$ cat src/rtl/condicionador_botoes_if.sv
// Button conditioner port bundle: raw pins in, debounced levels, pulses and status out.
// slave is the conditioner side, master is the board/datapath side.
interface condicionador_botoes_if;

    logic [7:0] botoes_raw;
    logic [7:0] botoes;
    logic [7:0] pulsos;
    logic       algum_botao;
    logic [2:0] codigo;
    logic [7:0] db_estado;

    modport slave (
        input  botoes_raw,
        output botoes,
        output pulsos,
        output algum_botao,
        output codigo,
        output db_estado
    );

    modport master (
        output botoes_raw,
        input  botoes,
        input  pulsos,
        input  algum_botao,
        input  codigo,
        input  db_estado
    );

endinterface

$ cat src/rtl/condicionador_botoes.sv
// Synchronizes and debounces eight raw buttons, producing stable levels, press pulses and status.
// Optional auto-repeat of held buttons is enabled by defining CONDICIONADOR_REPEAT_EN.
module condicionador_botoes #(
    parameter int unsigned DEBOUNCE     = 50000,
    parameter int unsigned REPEAT_DELAY = 25000000,
    parameter int unsigned REPEAT_RATE  = 5000000
) (
    input  logic                 clock,
    input  logic                 reset,
    condicionador_botoes_if.slave bus
);

    localparam int unsigned N_BOTOES = 8;
    localparam int unsigned CW       = $clog2(DEBOUNCE + 1);
    localparam logic [CW-1:0] CNT_FIM = CW'(DEBOUNCE - 1);

    // Zero-valued timing parameters would make the terminal compares unreachable.
    if (DEBOUNCE < 1 || REPEAT_DELAY < 1 || REPEAT_RATE < 1) begin : g_param_invalido
        $error("condicionador_botoes: DEBOUNCE, REPEAT_DELAY and REPEAT_RATE must be >= 1");
    end

    logic [N_BOTOES-1:0] s1;
    logic [N_BOTOES-1:0] s2;
    logic [N_BOTOES-1:0] estavel;
    logic [N_BOTOES-1:0] estavel_prox;
    logic [N_BOTOES-1:0] pulso;
    logic [N_BOTOES-1:0] pulso_prox;
    logic [N_BOTOES-1:0] ativo;
    logic [2:0]          codigo_c;
    logic [CW-1:0]       cnt      [N_BOTOES];
    logic [CW-1:0]       cnt_prox [N_BOTOES];

    // Two-flop synchronizer per pin.
    always_ff @(posedge clock or negedge reset) begin
        if (!reset) begin
            s1 <= '0;
            s2 <= '0;
        end else begin
            s1 <= bus.botoes_raw;
            s2 <= s1;
        end
    end

    // Per-bit debounce: any agreement with the stable level restarts the count.
    always_comb begin
        for (int i = 0; i < N_BOTOES; i++) begin
            estavel_prox[i] = estavel[i];
            cnt_prox[i]     = '0;
            if (s2[i] == estavel[i]) begin
                cnt_prox[i] = '0;
            end else if (cnt[i] == CNT_FIM) begin
                estavel_prox[i] = s2[i];
                cnt_prox[i]     = '0;
            end else begin
                cnt_prox[i] = cnt[i] + CW'(1);
            end
        end
    end

    always_ff @(posedge clock or negedge reset) begin
        if (!reset) begin
            estavel <= '0;
            for (int i = 0; i < N_BOTOES; i++) begin
                cnt[i] <= '0;
            end
        end else begin
            estavel <= estavel_prox;
            for (int i = 0; i < N_BOTOES; i++) begin
                cnt[i] <= cnt_prox[i];
            end
        end
    end

`ifdef CONDICIONADOR_REPEAT_EN
    localparam int unsigned RMAX = (REPEAT_DELAY > REPEAT_RATE) ? REPEAT_DELAY : REPEAT_RATE;
    localparam int unsigned RW   = $clog2(RMAX + 1);
    localparam logic [RW-1:0] FIM_ATRASO = RW'(REPEAT_DELAY - 1);
    localparam logic [RW-1:0] FIM_TAXA   = RW'(REPEAT_RATE - 1);

    logic [RW-1:0]       rcnt;
    logic [RW-1:0]       rcnt_prox;
    logic                fase_taxa;
    logic                fase_taxa_prox;
    logic [N_BOTOES-1:0] repete;

    // Shared repeat timer: delay phase first, then rate phase while the held set is constant.
    always_comb begin
        rcnt_prox      = rcnt + RW'(1);
        fase_taxa_prox = fase_taxa;
        repete         = '0;
        if ((estavel_prox != estavel) || (estavel == '0)) begin
            rcnt_prox      = '0;
            fase_taxa_prox = 1'b0;
        end else if (rcnt == (fase_taxa ? FIM_TAXA : FIM_ATRASO)) begin
            rcnt_prox      = '0;
            fase_taxa_prox = 1'b1;
            repete         = estavel;
        end
    end

    always_ff @(posedge clock or negedge reset) begin
        if (!reset) begin
            rcnt      <= '0;
            fase_taxa <= 1'b0;
        end else begin
            rcnt      <= rcnt_prox;
            fase_taxa <= fase_taxa_prox;
        end
    end

    assign pulso_prox = (estavel_prox & ~estavel) | repete;
`else
    assign pulso_prox = estavel_prox & ~estavel;
`endif

    always_ff @(posedge clock or negedge reset) begin
        if (!reset) begin
            pulso <= '0;
        end else begin
            pulso <= pulso_prox;
        end
    end

    // Lowest pressed button wins; scan from the top so bit 0 overrides.
    always_comb begin
        codigo_c = 3'd0;
        for (int i = N_BOTOES - 1; i >= 0; i--) begin
            if (estavel[i]) begin
                codigo_c = 3'(i);
            end
        end
    end

    always_comb begin
        for (int i = 0; i < N_BOTOES; i++) begin
            ativo[i] = (cnt[i] != '0);
        end
    end

    assign bus.botoes      = estavel;
    assign bus.pulsos      = pulso;
    assign bus.algum_botao = |estavel;
    assign bus.codigo      = codigo_c;
    assign bus.db_estado   = ativo;

endmodule

$ cat src/flat_wrapper.sv
// flat-port wrapper written by rule: the top's interface ports become plain ports
module condicionador_botoes_flat 
#(
    parameter int unsigned DEBOUNCE     = 50000,
    parameter int unsigned REPEAT_DELAY = 25000000,
    parameter int unsigned REPEAT_RATE  = 5000000
)
  (clock, reset, bus_botoes_raw, bus_botoes, bus_pulsos, bus_algum_botao, bus_codigo, bus_db_estado);
  condicionador_botoes_if bus_i ();
  input  logic clock;
  input  logic reset;
  input wire logic [$bits(bus_i.botoes_raw)-1:0] bus_botoes_raw;
  output wire logic [$bits(bus_i.botoes)-1:0] bus_botoes;
  output wire logic [$bits(bus_i.pulsos)-1:0] bus_pulsos;
  output wire logic [$bits(bus_i.algum_botao)-1:0] bus_algum_botao;
  output wire logic [$bits(bus_i.codigo)-1:0] bus_codigo;
  output wire logic [$bits(bus_i.db_estado)-1:0] bus_db_estado;
  assign bus_i.botoes_raw = bus_botoes_raw;
  assign bus_botoes = bus_i.botoes;
  assign bus_pulsos = bus_i.pulsos;
  assign bus_algum_botao = bus_i.algum_botao;
  assign bus_codigo = bus_i.codigo;
  assign bus_db_estado = bus_i.db_estado;
  condicionador_botoes #(.DEBOUNCE(DEBOUNCE), .REPEAT_DELAY(REPEAT_DELAY), .REPEAT_RATE(REPEAT_RATE)) u_core (.clock(clock), .reset(reset), .bus(bus_i));
endmodule
$ cat config.mk
export PLATFORM = sky130hd
export DESIGN_NAME = condicionador_botoes_flat
export DESIGN_NICKNAME = d
export VERILOG_FILES = /design/src/rtl/condicionador_botoes_if.sv /design/src/rtl/condicionador_botoes.sv /design/src/flat_wrapper.sv
export SDC_FILE = /design/constraint.sdc
export NUM_CORES = 1
export LEC_CHECK = 0
export CAP_MARGIN = 20
export CORE_UTILIZATION = 50
export CTS_CLUSTER_SIZE = 8
export DETAILED_ROUTE_END_ITERATION = 8
export PLACE_DENSITY = 0.73
export SLEW_MARGIN = 40
export SYNTH_ARGS = -nofsm -noshare
export SYNTH_HDL_FRONTEND = slang
export SYNTH_SLANG_ARGS = --single-unit
$ cat constraint.sdc
create_clock -name clock -period 2 [get_ports clock]
set_input_delay 0.4 -clock clock [delete_from_list [all_inputs] [get_ports clock]]
set_output_delay 0.4 -clock clock [all_outputs]
set_load 0.005 [all_outputs]
==> results of run 1 <==
## cells in the mapped netlist
master    number  area [µm²]
a21oi_1        3        15.0
xor2_1        14         123
nand4b_1       1        8.76
mux2_4         1        15.0
and3_1         3        18.8
or4_4          6        67.6
nor3_1        41         205
nand2_1       32         120
nor2b_1        1        6.26
nand3_2        1        10.0
clkbuf_1       4        15.0
inv_1         49         184
dfrtp_1      160        4000
nor4_4         6         128
nor4_2         1        12.5
a31o_4         1        17.5
buf_4          1        7.51
o21ai_0        1        5.00
and4_1         3        26.3
nor2_1       152         571
mux2_1         3        33.8
nor4_1        41         257
ha_1          16         200
a31o_2         6        52.6
and2_1         1        6.26
nand3_1       52         260
nand2b_1       1        6.26
mux2_2         3        33.8
nand4_1       37         231
buf_6          5        56.3
buf_2          5        25.0
xnor2_1      105         920
nor4b_1        8        70.1
o21bai_1       1        7.51
nor3b_1        7        52.6
## worst max path at each step
stage	start	end	slack [ns]	depth (start not counted)
after floorplan	u_core.cnt[42]$_DFF_PN0_	u_core.bus.botoes[5]$_DFF_PN0_	0.30	4
after global placement	u_core.cnt[90]$_DFF_PN0_	bus_db_estado[2]	-0.04	4
after detailed placement	u_core.cnt[74]$_DFF_PN0_	bus_db_estado[3]	-0.06	4
after CTS	u_core.cnt[44]$_DFF_PN0_	bus_db_estado[5]	-0.29	4
after global routing	u_core.cnt[74]$_DFF_PN0_	bus_db_estado[3]	-0.28	4
final	u_core.cnt[59]$_DFF_PN0_	bus_db_estado[4]	-0.17	4
## sequential cells by signal (all words and copies together) (netlist names)
name	flops
u_core.s1	8
u_core.s2	8
u_core.bus.pulsos	8
u_core.cnt	128
u_core.bus.botoes	8
## power by group
| part | leakage [nW] | internal [mW] | switching [mW] | total [mW] |
|---|---|---|---|---|
| Clock | 0.295 | 2.00 | 1.29 | 3.30 |
| Sequential | 2.18 | 3.29 | 0.0446 | 3.34 |
| Combinational | 1.66 | 0.172 | 0.214 | 0.385 |
| Total | 4.13 | 5.47 | 1.55 | 7.02 |
## metrics by stage
stage	area [µm²]	hold WS, ns	worst slack, ns
finish	9740	0.351	-0.174
global route	9740	0.357	-0.277
CTS	9650	0.353	-0.290
detailed placement	8860	0.277	-0.0592
global placement	8860	0.280	-0.0357
floorplan	7770	0.104	0.298
## cells by family after synthesis
group	Yosys count
and+or+nand+nor	394
xor gates and xnor gates	119
DFF	160
adders and majority gates	16
muxes	7
buffers and inverters	64
AOI/OAI and AO/OA	12
## per-layer routing
| layer | part of all wire [%] | vias to the layer above | global-route usage (%) |
|---|---|---|---|
| li1 | - | 2909 | - |
| met4 | 1.5 | 0 | 7.70 |
| met3 | 3.7 | 16 | 4.47 |
| met2 | 49 | 107 | 34.8 |
| met5 | 0 | - | 0 |
| met1 | 46 | 2885 | 29.9 |
## layout make-up
class	instances	area share, %
multi-input cells	548	37.5
clock inverters	12	1.61
inverters	49	1.89
repair buffers	129	10.8
flip-flops and latches	160	41.1
clock buffers	20	4.59
well taps	188	2.42
## timing repair
action | 4_1_cts | 5_1_grt
hold endpoints to repair | 22 | 0
hold buffers | 1 | 0
setup buffers | 12 | 6
resized for setup | 64 | 16
pin swaps | 15 | 14
endpoints found under the setup margin | 12 | 36
==> results.txt, run 1 <==
Global-route wire length before repair = 27.4 mm
Critical path type = reg -> out
Cts bufs inserted = 17
Number of iterations in the first detailed-routing pass = 5
Setup ws final = -0.174 ns
Largest family of logic cells by synthesized area = simple AND/OR/NAND/NOR gates
Final RePlAce weighted congestion = 0.884
Sequential fraction of the synthesis area = 51.5%
Total die area = 16000 µm²
Adder-Cell Fraction of Synth Area = 2.58%
Rel. slew slack = 71.6%
Synth Instances = 772
Detailed Place HPWL = 10.9 mm
Post-synthesis simple-gate area fraction = 26.5%
Layout cell share with drive strength beyond 1 = 19.4%
Total power = 7.02 mW
Deepest clock path buffer count = 2
Maximum clock frequency = 0.460 GHz
Layout area overhead = 25.3%
Worst Max-Slew Pin Slew = 0.422 ns
Skew-Pair Late Insertion Delay = 0.43 ns
Post-DRT Antenna Nets = 0
Critical R2R Launch = u_core.cnt[122]$_DFF_PN0_
Die W = 127 µm
Pleak = 4.13 nW
Port bufs = 37
Final hold viol count = 0
Slowest-stage cell, CP = or4_4
Commonest non-fill, non-tap cell in the layout = dfrtp_1
Rows = 45
Multiplexer area fraction after synthesis = 1.06%
Synth Warn # = 0
WL final = 16.0 mm
CTS tree = built
Flops & latches, synth = 160
Compound-cell area share of the yosys netlist = 1.26%
# diodes = 0
Clock Pin Slew Worst Setup and Hold Paths = 0.06 ns
Max IR drop VDD = 0.000661 V
Setup tns final = -0.953 ns
RSZ-0062 raised after global routing = yes
Routed length per placed instance = 14.5 µm
CP Launch Type = flip-flop
CP max FO = 2
Mapped cell area = 7770 µm²
Worst-case reg-to-reg path depth = 6
Vias = 5917
Final max-slew violation count = 0
Final min period = 2.17 ns
CORE AREA = 15200 µm²
Max cap viols = 0
Final Cycle Share = 109%
Finished Core Util = 64.1%
Status = finished with violations
Detailed router's first-iteration violation count = 350
Nets = 931
GRT Util Overall = 21.8%
Fill count = 1215
Crit-path leading delay family = simple AND/OR/NAND/NOR gates
Clock H-tree levels = 4
Starting Density = 51.1%
Worst Path Arrival = 1.77 ns
Req. time, crit path = 1.60 ns
Worst path bufs/invs = 1
Non-filler cells, final = 1106
Critical Path Sink Type = output port
Hold Path End = u_core.s2[2]$_DFF_PN0_
Most frequent cells in the layout = 158 x dfrtp_1, 151 x nor2_1, 105 x xnor2_1, 85 x buf_4, 52 x nand3_1
Ordered list of cells on the worst path = or4_4 > nor4_4 > nand3_1 > clkbuf_2
Hold Crit Start = u_core.s1[2]$_DFF_PN0_
WHS Path Cells = 0
Failing checks = setup timing
Worst hold path type = reg -> reg
GRT Residual Overflow = 0
Syn_nets = 798
Number of global-route vias before repair = 5695
Max incr delay on CP = 0.55 ns
Largest net degree at the start of global routing = 50
Final Skew = 0.00669 ns
Pwr dens = 721 nW/µm²
Netlist cell types = 35
DP Cell Count = 1055
R2R setup slack = 0.06 ns
Storage element area = 4010 µm²
Initial antenna violation count = 0
Final setup vio count = 6
FF-to-FF End = u_core.bus.botoes[0]$_DFF_PN0_
Root buffer cell = clkbuf_16
IO Count = 38
Multi-input gate area = 3650 µm²
Via-to-Cell Ratio = 5.35
Post-Synth XOR/XNOR Area = 13.4%
Chip height = 127 µm
Avg Inst Size Synth = 10.1 µm²
CTS Sinks = 160
# DRC = 0
(Power assumes the default switching activity.)
==> run 2: changes to the inputs <==
Clock period 2 ns to 2.1 ns, I/O delays scaled along.
==> results.txt, run 2 (same netlist as run 1, synthesis figures left out) <==
WHS = 0.348 ns (was 0.351 ns)
Storage element area = 4000 µm² (was 4010 µm²)
Slowest-stage cell, CP = or4_4 (unchanged)
Rows = 45 (unchanged)
Routed length per placed instance = 14.8 µm (was 14.5 µm)
Root buffer cell = clkbuf_16 (unchanged)
Number of global-route vias before repair = 5613 (was 5695)
Worst hold path type = reg -> reg (unchanged)
Chip height = 127 µm (unchanged)
Status = finished with violations (unchanged)
Ordered list of cells on the worst path = or4_4 > nor4_4 > nand3_1 > buf_2 (was or4_4 > nor4_4 > nand3_1 > clkbuf_2)
Clock H-tree levels = 4 (unchanged)
Pwr dens = 701 nW/µm² (was 721 nW/µm²)
Max incr delay on CP = 0.54 ns (was 0.55 ns)
Number of iterations in the first detailed-routing pass = 4 (was 5)
Internal = 5.30 mW (was 5.47 mW)
Most frequent cells in the layout = 160 x dfrtp_1, 145 x nor2_1, 105 x xnor2_1, 64 x buf_4, 51 x nand3_1 (was 158 x dfrtp_1, 151 x nor2_1, 105 x xnor2_1, 85 x buf_4, 52 x nand3_1)
Setup ws final = -0.0966 ns (was -0.174 ns)
CP max FO = 2 (unchanged)
Final RePlAce weighted congestion = 0.889 (was 0.884)
Initial antenna violation count = 0 (unchanged)
Final hold viol count = 0 (unchanged)
Req. time, crit path = 1.68 ns (was 1.60 ns)
Clock group share of total power = 47.5% (was 47.0%)
Total power = 6.74 mW (was 7.02 mW)
Worst Setup EP = bus_db_estado[0] (was bus_db_estado[4])
Worst path bufs/invs = 1 (unchanged)
Global-route wire length before repair = 27.1 mm (was 27.4 mm)
WL final = 16.1 mm (was 16.0 mm)
Failing checks = setup timing (unchanged)
Pleak = 3.99 nW (was 4.13 nW)
Clock Pin Slew Worst Setup and Hold Paths = 0.06 ns (about the same)
Port bufs = 37 (unchanged)
Setup tns final = -0.475 ns (was -0.953 ns)
CTS tree = built (unchanged)
Fill count = 1219 (was 1215)
Max IR drop VDD = 0.000556 V (was 0.000661 V)
# DRC = 0 (unchanged)
Detailed Place HPWL = 10.6 mm (was 10.9 mm)
FF-to-FF End = u_core.bus.botoes[0]$_DFF_PN0_ (unchanged)
Final min period = 2.20 ns
Multi-input gate area = 3660 µm² (was 3650 µm²)
Vias = 5835 (was 5917)
Non-filler cells, final = 1086 (was 1106)
Worst Max-Slew Pin Slew = 0.501 ns (was 0.422 ns)
Maximum clock frequency = 0.455 GHz
Crit. Startpoint = u_core.cnt[123]$_DFF_PN0_ (was u_core.cnt[59]$_DFF_PN0_)
Crit-path leading delay family = simple AND/OR/NAND/NOR gates (unchanged)
Worst-case reg-to-reg path depth = 8 (was 6)
Layout area overhead = 23.6% (was 25.3%)
R2R setup slack = 0.04 ns (was 0.06 ns)
Final max-slew violation count = 0 (unchanged)
CORE AREA = 15200 µm² (unchanged)
Deepest clock path buffer count = 2 (unchanged)
Layout cell share with drive strength beyond 1 = 17.8% (was 19.4%)
Critical Path Sink Type = output port (unchanged)
Cts bufs inserted = 17 (unchanged)
Worst Path Arrival = 1.78 ns (was 1.77 ns)
Sequential share of power = 47.3% (was 47.5%)
Nets = 912 (was 931)
Most flops, register = u_core.cnt (unchanged)
Critical path type = reg -> out (unchanged)
Max FFs per register = 128 (unchanged)
GRT Residual Overflow = 0 (unchanged)
Final Skew = 0.00609 ns (was 0.00669 ns)
Largest net degree at the start of global routing = 52 (was 50)
DP Cell Count = 1038 (was 1055)
Detailed router's first-iteration violation count = 312 (was 350)
RSZ-0062 raised after global routing = yes (unchanged)
Skew-Pair Late Insertion Delay = 0.43 ns (about the same)
IO Count = 38 (unchanged)
# diodes = 0 (unchanged)
Sw Pwr = 1.44 mW (was 1.55 mW)
Die W = 127 µm (unchanged)
Rel. slew slack = 66.6% (was 71.6%)
CP Launch Type = flip-flop (unchanged)
Final Cycle Share = 105%
Starting Density = 51.1% (unchanged)
CP Depth = 4 (unchanged)
Post-DRT Antenna Nets = 0 (unchanged)
CTS Sinks = 160 (unchanged)
Critical R2R Launch = u_core.cnt[123]$_DFF_PN0_ (was u_core.cnt[122]$_DFF_PN0_)
Via-to-Cell Ratio = 5.37 (was 5.35)
Commonest non-fill, non-tap cell in the layout = dfrtp_1 (unchanged)
Final setup vio count = 6 (unchanged)
GRT Util Overall = 21.5% (was 21.8%)
Total die area = 16000 µm² (unchanged)
Sw Share = 21.3% (was 22.1%)
Max cap viols = 0 (unchanged)
Power share of the combinational group = 5.2% (was 5.5%)
==> run 2: cell type report <==
class                   count  share of cell area, %
clock inverters            10                   1.68
clock buffers              21                   4.69
flip-flops and latches    160                   41.7
inverters                  49                   1.91
multi-input cells         549                   38.1
well taps                 188                   2.45
repair buffers            109                   9.49
==> run 2: per-layer routing <==
metal | track usage, % | part of all wire [%]
met2 | 34.0 | 48
met5 | 0 | 0
met1 | 29.0 | 46
met3 | 4.77 | 3.5
met4 | 8.68 | 2.3
==> run 2: worst min-delay path by stage <==
stage                     depth (start not counted)  slack [ns]                   start                              to
after CTS                                         0        0.35  u_core.s1[3]$_DFF_PN0_          u_core.s2[3]$_DFF_PN0_
after floorplan                                   0        0.12                   reset  u_core.bus.botoes[0]$_DFF_PN0_
after global routing                              0        0.35  u_core.s1[6]$_DFF_PN0_          u_core.s2[6]$_DFF_PN0_
after detailed placement                          0        0.34  u_core.s1[3]$_DFF_PN0_          u_core.s2[3]$_DFF_PN0_
after global placement                            0        0.33  u_core.s1[7]$_DFF_PN0_          u_core.s2[7]$_DFF_PN0_
final                                             0        0.35  u_core.s1[2]$_DFF_PN0_          u_core.s2[2]$_DFF_PN0_
==> run 2: per-stage QoR <==
step / instance area [µm²] / worst slack (ns) / utilization (%)
global placement: 8730 / 0.0512 / 57.4
CTS: 9510 / -0.192 / 62.6
floorplan: 7770 / 0.398 / -
finish: 9610 / -0.0966 / 63.2
global route: 9610 / -0.215 / 63.2
detailed placement: 8730 / 0.0298 / 57.4
==> run 2: repair_timing <==
| action | CTS | global route |
|---|---|---|
| resized for setup | 52 | 28 |
| pin swaps | 25 | 18 |
| endpoints found under the hold margin | 47 | 0 |
| cloned | 0 | 1 |
| endpoints found under the setup margin | 12 | 30 |
| hold buffers | 1 | 0 |
| buffers inserted | 11 | 6 |
==> run 2: power groups by stage <==
stage	clock [mW]	combinational (mW)	sequential, mW
finish	3.20	0.349	3.19
detailed placement	0	0.349	3.24
floorplan	0	0.170	3.23
global placement	0	0.341	3.24
CTS	3.25	0.344	3.19
global route	3.38	0.396	3.19
